===== src/rtl/led_scan_mux.sv =====
// rtl/led_scan_mux.sv - 4-digit seven-segment scanner with blanking and frame-aligned updates.
// Optional leading-zero suppression when LED_SCAN_LZS_EN is defined.
module led_scan_mux #(
  parameter int REFRESH_DIV  = 50000,
  parameter int BLANK_CYCLES = 500,
  parameter int CNT_W        = 16
) (
  input  logic        clk,
  input  logic        reset,
  input  logic [15:0] data_in,
  input  logic        data_valid,
  output logic [3:0]  char,
  output logic [3:0]  an,
  output logic [1:0]  digit_idx,
  output logic        frame_done
);

  typedef enum logic {ST_BLANK, ST_SHOW} state_t;

  localparam logic [CNT_W-1:0] SHOW_LAST  = CNT_W'(REFRESH_DIV - 1);
  localparam logic [CNT_W-1:0] BLANK_LAST = (BLANK_CYCLES == 0) ? '0 : CNT_W'(BLANK_CYCLES - 1);

  state_t            state_q, state_d;
  logic [CNT_W-1:0]  timer_q, timer_d;
  logic [1:0]        digit_q, digit_d;
  logic [3:0]        char_q, char_d;
  logic [3:0]        an_q, an_d;
  logic              frame_q, frame_d;
  logic [15:0]       display_q, display_d;
  logic [15:0]       pending_q, pending_d;
  logic              pend_flag_q, pend_flag_d;

  logic              show_exp;
  logic              blank_exp;
  logic              boundary;
  logic              lead_zero;

  always_comb begin
    state_d     = state_q;
    timer_d     = timer_q;
    digit_d     = digit_q;
    char_d      = char_q;
    an_d        = 4'b1111;
    frame_d     = 1'b0;
    display_d   = display_q;
    pending_d   = pending_q;
    pend_flag_d = pend_flag_q;
    lead_zero   = 1'b0;

    show_exp  = (state_q == ST_SHOW) && (timer_q == SHOW_LAST);
    blank_exp = (state_q == ST_BLANK) && (timer_q == BLANK_LAST);
    boundary  = show_exp && (digit_q == 2'd3);

    // A strobe on the boundary edge bypasses pending and supersedes it.
    if (boundary) begin
      pend_flag_d = 1'b0;
      if (data_valid) begin
        display_d = data_in;
      end else if (pend_flag_q) begin
        display_d = pending_q;
      end
    end else if (data_valid) begin
      pending_d   = data_in;
      pend_flag_d = 1'b1;
    end

    if (show_exp) begin
      timer_d = '0;
      digit_d = digit_q + 2'd1;
      frame_d = boundary;
      state_d = (BLANK_CYCLES == 0) ? ST_SHOW : ST_BLANK;
      char_d  = display_d[{digit_d, 2'b00} +: 4];
    end else if (blank_exp) begin
      timer_d = '0;
      state_d = ST_SHOW;
    end else begin
      timer_d = timer_q + CNT_W'(1);
    end

`ifdef LED_SCAN_LZS_EN
    lead_zero = (digit_d != 2'd0) && ((display_d >> {digit_d, 2'b00}) == 16'h0000);
`endif

    if (state_d == ST_SHOW && !lead_zero) begin
      an_d = ~(4'b0001 << digit_d);
    end
  end

  always_ff @(posedge clk or negedge reset) begin
    if (!reset) begin
      state_q     <= ST_BLANK;
      timer_q     <= '0;
      digit_q     <= 2'd0;
      char_q      <= 4'h0;
      an_q        <= 4'b1111;
      frame_q     <= 1'b0;
      display_q   <= 16'h0000;
      pending_q   <= 16'h0000;
      pend_flag_q <= 1'b0;
    end else begin
      state_q     <= state_d;
      timer_q     <= timer_d;
      digit_q     <= digit_d;
      char_q      <= char_d;
      an_q        <= an_d;
      frame_q     <= frame_d;
      display_q   <= display_d;
      pending_q   <= pending_d;
      pend_flag_q <= pend_flag_d;
    end
  end

  assign char       = char_q;
  assign an         = an_q;
  assign digit_idx  = digit_q;
  assign frame_done = frame_q;

endmodule


===== config.mk =====
export PLATFORM = sky130hd
export DESIGN_NAME = led_scan_mux
export DESIGN_NICKNAME = d
export VERILOG_FILES = /design/src/rtl/led_scan_mux.sv
export SDC_FILE = /design/constraint.sdc
export NUM_CORES = 1
export LEC_CHECK = 0
export BUFFER_PORTS_ARGS = -buffer_cell sky130_fd_sc_hd__buf_2
export CORE_MARGIN = 2
export CORE_UTILIZATION = 50
export DETAILED_ROUTE_END_ITERATION = 7
export PLACE_DENSITY = 0.81
export SLEW_MARGIN = 15
export SYNTH_ARGS = -nofsm -noshare
export SYNTH_HDL_FRONTEND = slang
export SYNTH_SLANG_ARGS = --single-unit

===== constraint.sdc =====
create_clock -name clk -period 2.1 [get_ports clk]
set_input_delay 0 -clock clk [delete_from_list [all_inputs] [get_ports clk]]
set_output_delay 0 -clock clk [all_outputs]
set_load 0.01 [all_outputs]

==> results.json <==
{
  "status": "complete, but fails checks",
  "violations": "negative setup slack",
  "rsz0062_at_grt": "yes",
  "fin_util_pct": 69.1,
  "synth_seq_cells": 61,
  "drt_wl_total_um": 8800,
  "muxShareOfSynthArea_pct": 10.0,
  "grt_pass1_vias": 2605,
  "vias": 2826,
  "grt_pass1_wl_um": 12700,
  "drive_gt1_share_pct": 35.1,
  "met2_usage_pct": 36.3,
  "seq_area_mm2": 0.00153,
  "tightest_slew_ns": 0.542,
  "synth_simple_gate_area_share_pct": 21.2,
  "postRouteAntennaNets": 0,
  "start_kind": "flip-flop",
  "hold_viol": 0,
  "min_period_ns": 2.12,
  "leakagePower_nw": 1.76,
  "multi_input_area_mm2": 0.00162,
  "area_growth_pct": 31.8,
  "crit_path_end_kind": "flip-flop",
  "synth_flop_cell": "dfrtp_1",
  "fin_skew_ns": 0.00990,
  "synth_compound_area_share_pct": 11.2,
  "netlist_top_cells_count": "dfrtp_1 (57), nor2_1 (28), a21oi_1 (18)",
  "ir_drop_mv": 0.473,
  "synth.area.top_cells": "dfrtp_1 (45%), mux2_4 (5.2%), dfstp_2 (3.3%), nor2_1 (3.3%), mux2_2 (3.2%)",
  "final-max-slew-violation-count": 0,
  "hold_path.class": "in -> reg",
  "cp_top_family": "simple AND/OR/NAND/NOR gates",
  "synth.most_common_cell": "dfrtp_1",
  "busiest_layer": "met2",
  "grt_use_total_pct": 23.0,
  "period_share_pct": 101,
  "cts_tree": "yes",
  "cts_buffers": 9,
  "yosysSeqAreaShare_pct": 48.5,
  "arrival_ns": 2.35,
  "tns_ns": -0.0171,
  "synthesis.instances": 295,
  "use_met1_pct": 30.7,
  "fmax_mhz": 473,
  "drt_iter0_drc": 306,
  "cts_root_buf": "clkbuf_8",
  "ys_warn_count": 0,
  "synth_xor_area_share_pct": 4.16,
  "synth_edf_count": 0,
  "cpPeakStageDelay_ns": 0.40,
  "synthArstFlopShare_pct": 100,
  "gr-total-overflow": 0,
  "wl_per_cell_um": 19.4,
  "cp_cell_sequence": "buf_6 > nor4_4 > nand4_1 > buf_4 > nor4_1 > nor3_2 > mux2i_1 > o31ai_1",
  "power.density_mw_per_mm2": 643,
  "use_met3_pct": 3.86,
  "core_area_mm2": 0.00603,
  "clk_pin_slew_ns": 0.07,
  "path_class": "reg -> reg",
  "nets": 395,
  "first_pass_iters": 5,
  "path_buf_inv": 2,
  "die_area_mm2": 0.00696,
  "synth_area_mm2": 0.00316,
  "synth_nets": 316,
  "slowest_stage": "dfrtp_1",
  "required_ns": 2.33,
  "slew_headroom_pct": 63.4,
  "yosysTopAreaCell": "dfrtp_1",
  "start_util_pct": 52.4,
  "htreeDepth": 3,
  "synth_top_family_by_area": "simple AND/OR/NAND/NOR gates",
  "hpwlAfterDp_um": 5240,
  "drc_errors": 0,
  "setup_viol": 2,
  "clkLatencyLatePin_ns": 0.34,
  "syn_area_per_cell_um2": 10.7,
  "drv_cap": 0,
  "antenna_found_initial": 0,
  "antennaDiodeCount": 0,
  "numClockSinks": 61,
  "synthDistinctLibCells": 53,
  "place_congestion": 0.935,
  "fin_ws_ns": -0.0162,
  "fp.dieH_um": 83.5,
  "yosysTopAreaCellShare_pct": 45.2,
  "via_per_inst": 6.22,
  "fill_cells": 395,
  "pin_count": 30,
  "synth_fa_ha_area_share_pct": 0.793,
  "cp_max_fo": 9,
  "portBuffers": 29,
  "ctsLongestPathBuffers": 2,
  "die_w_um": 83.5,
  "grt_start_max_net_pins": 25,
  "num_rows": 28
}
metrics by stage:
step                power, W  cells  area (um^2)  setup slack, ns  hold WS (ns)
finish               0.00268    454         4160          -0.0162         0.125
global route         0.00276    454         4160           -0.108         0.121
CTS                  0.00266    446         3960          0.00384        0.0426
detailed placement   0.00146    413         3550          0.00829       -0.0240
global placement     0.00145    413         3550           0.0653       -0.0365
floorplan            0.00138    295         3160          -0.0144        -0.296
final timing paths:
| check | from | endpoint | slack [ns] | cells past startpoint |
|---|---|---|---|---|
| worst max-delay path | timer_q[13] | char[2] | -0.02 | 8 |
| worst min-delay path | data_valid | display_q[10] | 0.13 | 2 |
| worst max register to register | timer_q[13] | char[2] | -0.02 | 8 |
| worst min register to register | timer_q[0] | timer_q[0] | 0.50 | 1 |
| max in group asynchronous | reset | display_q[14] | 1.26 | 3 |
| min in group asynchronous | reset | pending_q[4] | 0.14 | 2 |
power by group:
group          switching (W)  leakage [nW]  internal [W]
clock network       0.000454         0.116      0.000729
registers          0.0000345         0.732       0.00123
logic               0.000111         0.908      0.000120
total               0.000599          1.76       0.00208
state kept, by name, indices dropped and copies added (netlist names):
| register | flops |
|---|---|
| frame_done | 1 |
| timer_q | 16 |
| pending_q | 16 |
| display_q | 16 |
| state_q | 1 |
| an | 4 |
| pend_flag_q | 1 |
| digit_idx | 2 |
| char | 4 |
layout by cell type (no fill, tap or decap), types with 6 or more instances in the layout:
| master | count |
|---|---|
| a21oi_1 | 17 |
| buf_2 | 29 |
| buf_4 | 30 |
| clkbuf_8 | 11 |
| dfrtp_1 | 57 |
| dlygate4sd3_1 | 17 |
| inv_1 | 8 |
| mux2_2 | 9 |
| mux2_4 | 11 |
| nand2_1 | 10 |
| nand3_1 | 9 |
| nand4_1 | 8 |
| nor2_1 | 27 |
| nor3_2 | 8 |
| nor4_1 | 12 |
| o21ai_0 | 8 |
| o22ai_1 | 7 |
| o2bb2ai_1 | 6 |
| xnor2_1 | 7 |
| xor2_1 | 8 |
cells by family after synthesis:
kind of cell	Yosys count
mux	25
fa+ha+maj	2
simple gates	113
xor+xnor	15
flops	61
compound gates	56
buf+inv	23
metal layers:
layer  vias up  part of all wire, %  wire, um
met5         -                    0         0
met4         0                  4.0       356
met3        49                  7.5       660
met2       164                   47      4170
met1      1373                   41      3610
li1       1240                    -         -
final cells by class:
class	count	area share [%]
inverters	8	0.722
repair buffers	82	15.9
clock buffers	12	3.73
flip-flops and latches	61	36.8
clock inverters	4	1.68
well taps	75	2.25
multi-input cells	212	38.9
timing repair:
action / CTS / global route
setup endpoints to repair: 8 / 12
pin swaps: 0 / 10
hold endpoints to repair: 36 / 0
hold buffers: 17 / 0
gates cloned: 0 / 3
resized for setup: 3 / 23
setup buffers: 0 / 5
Power figures use the tool's default switching activity.
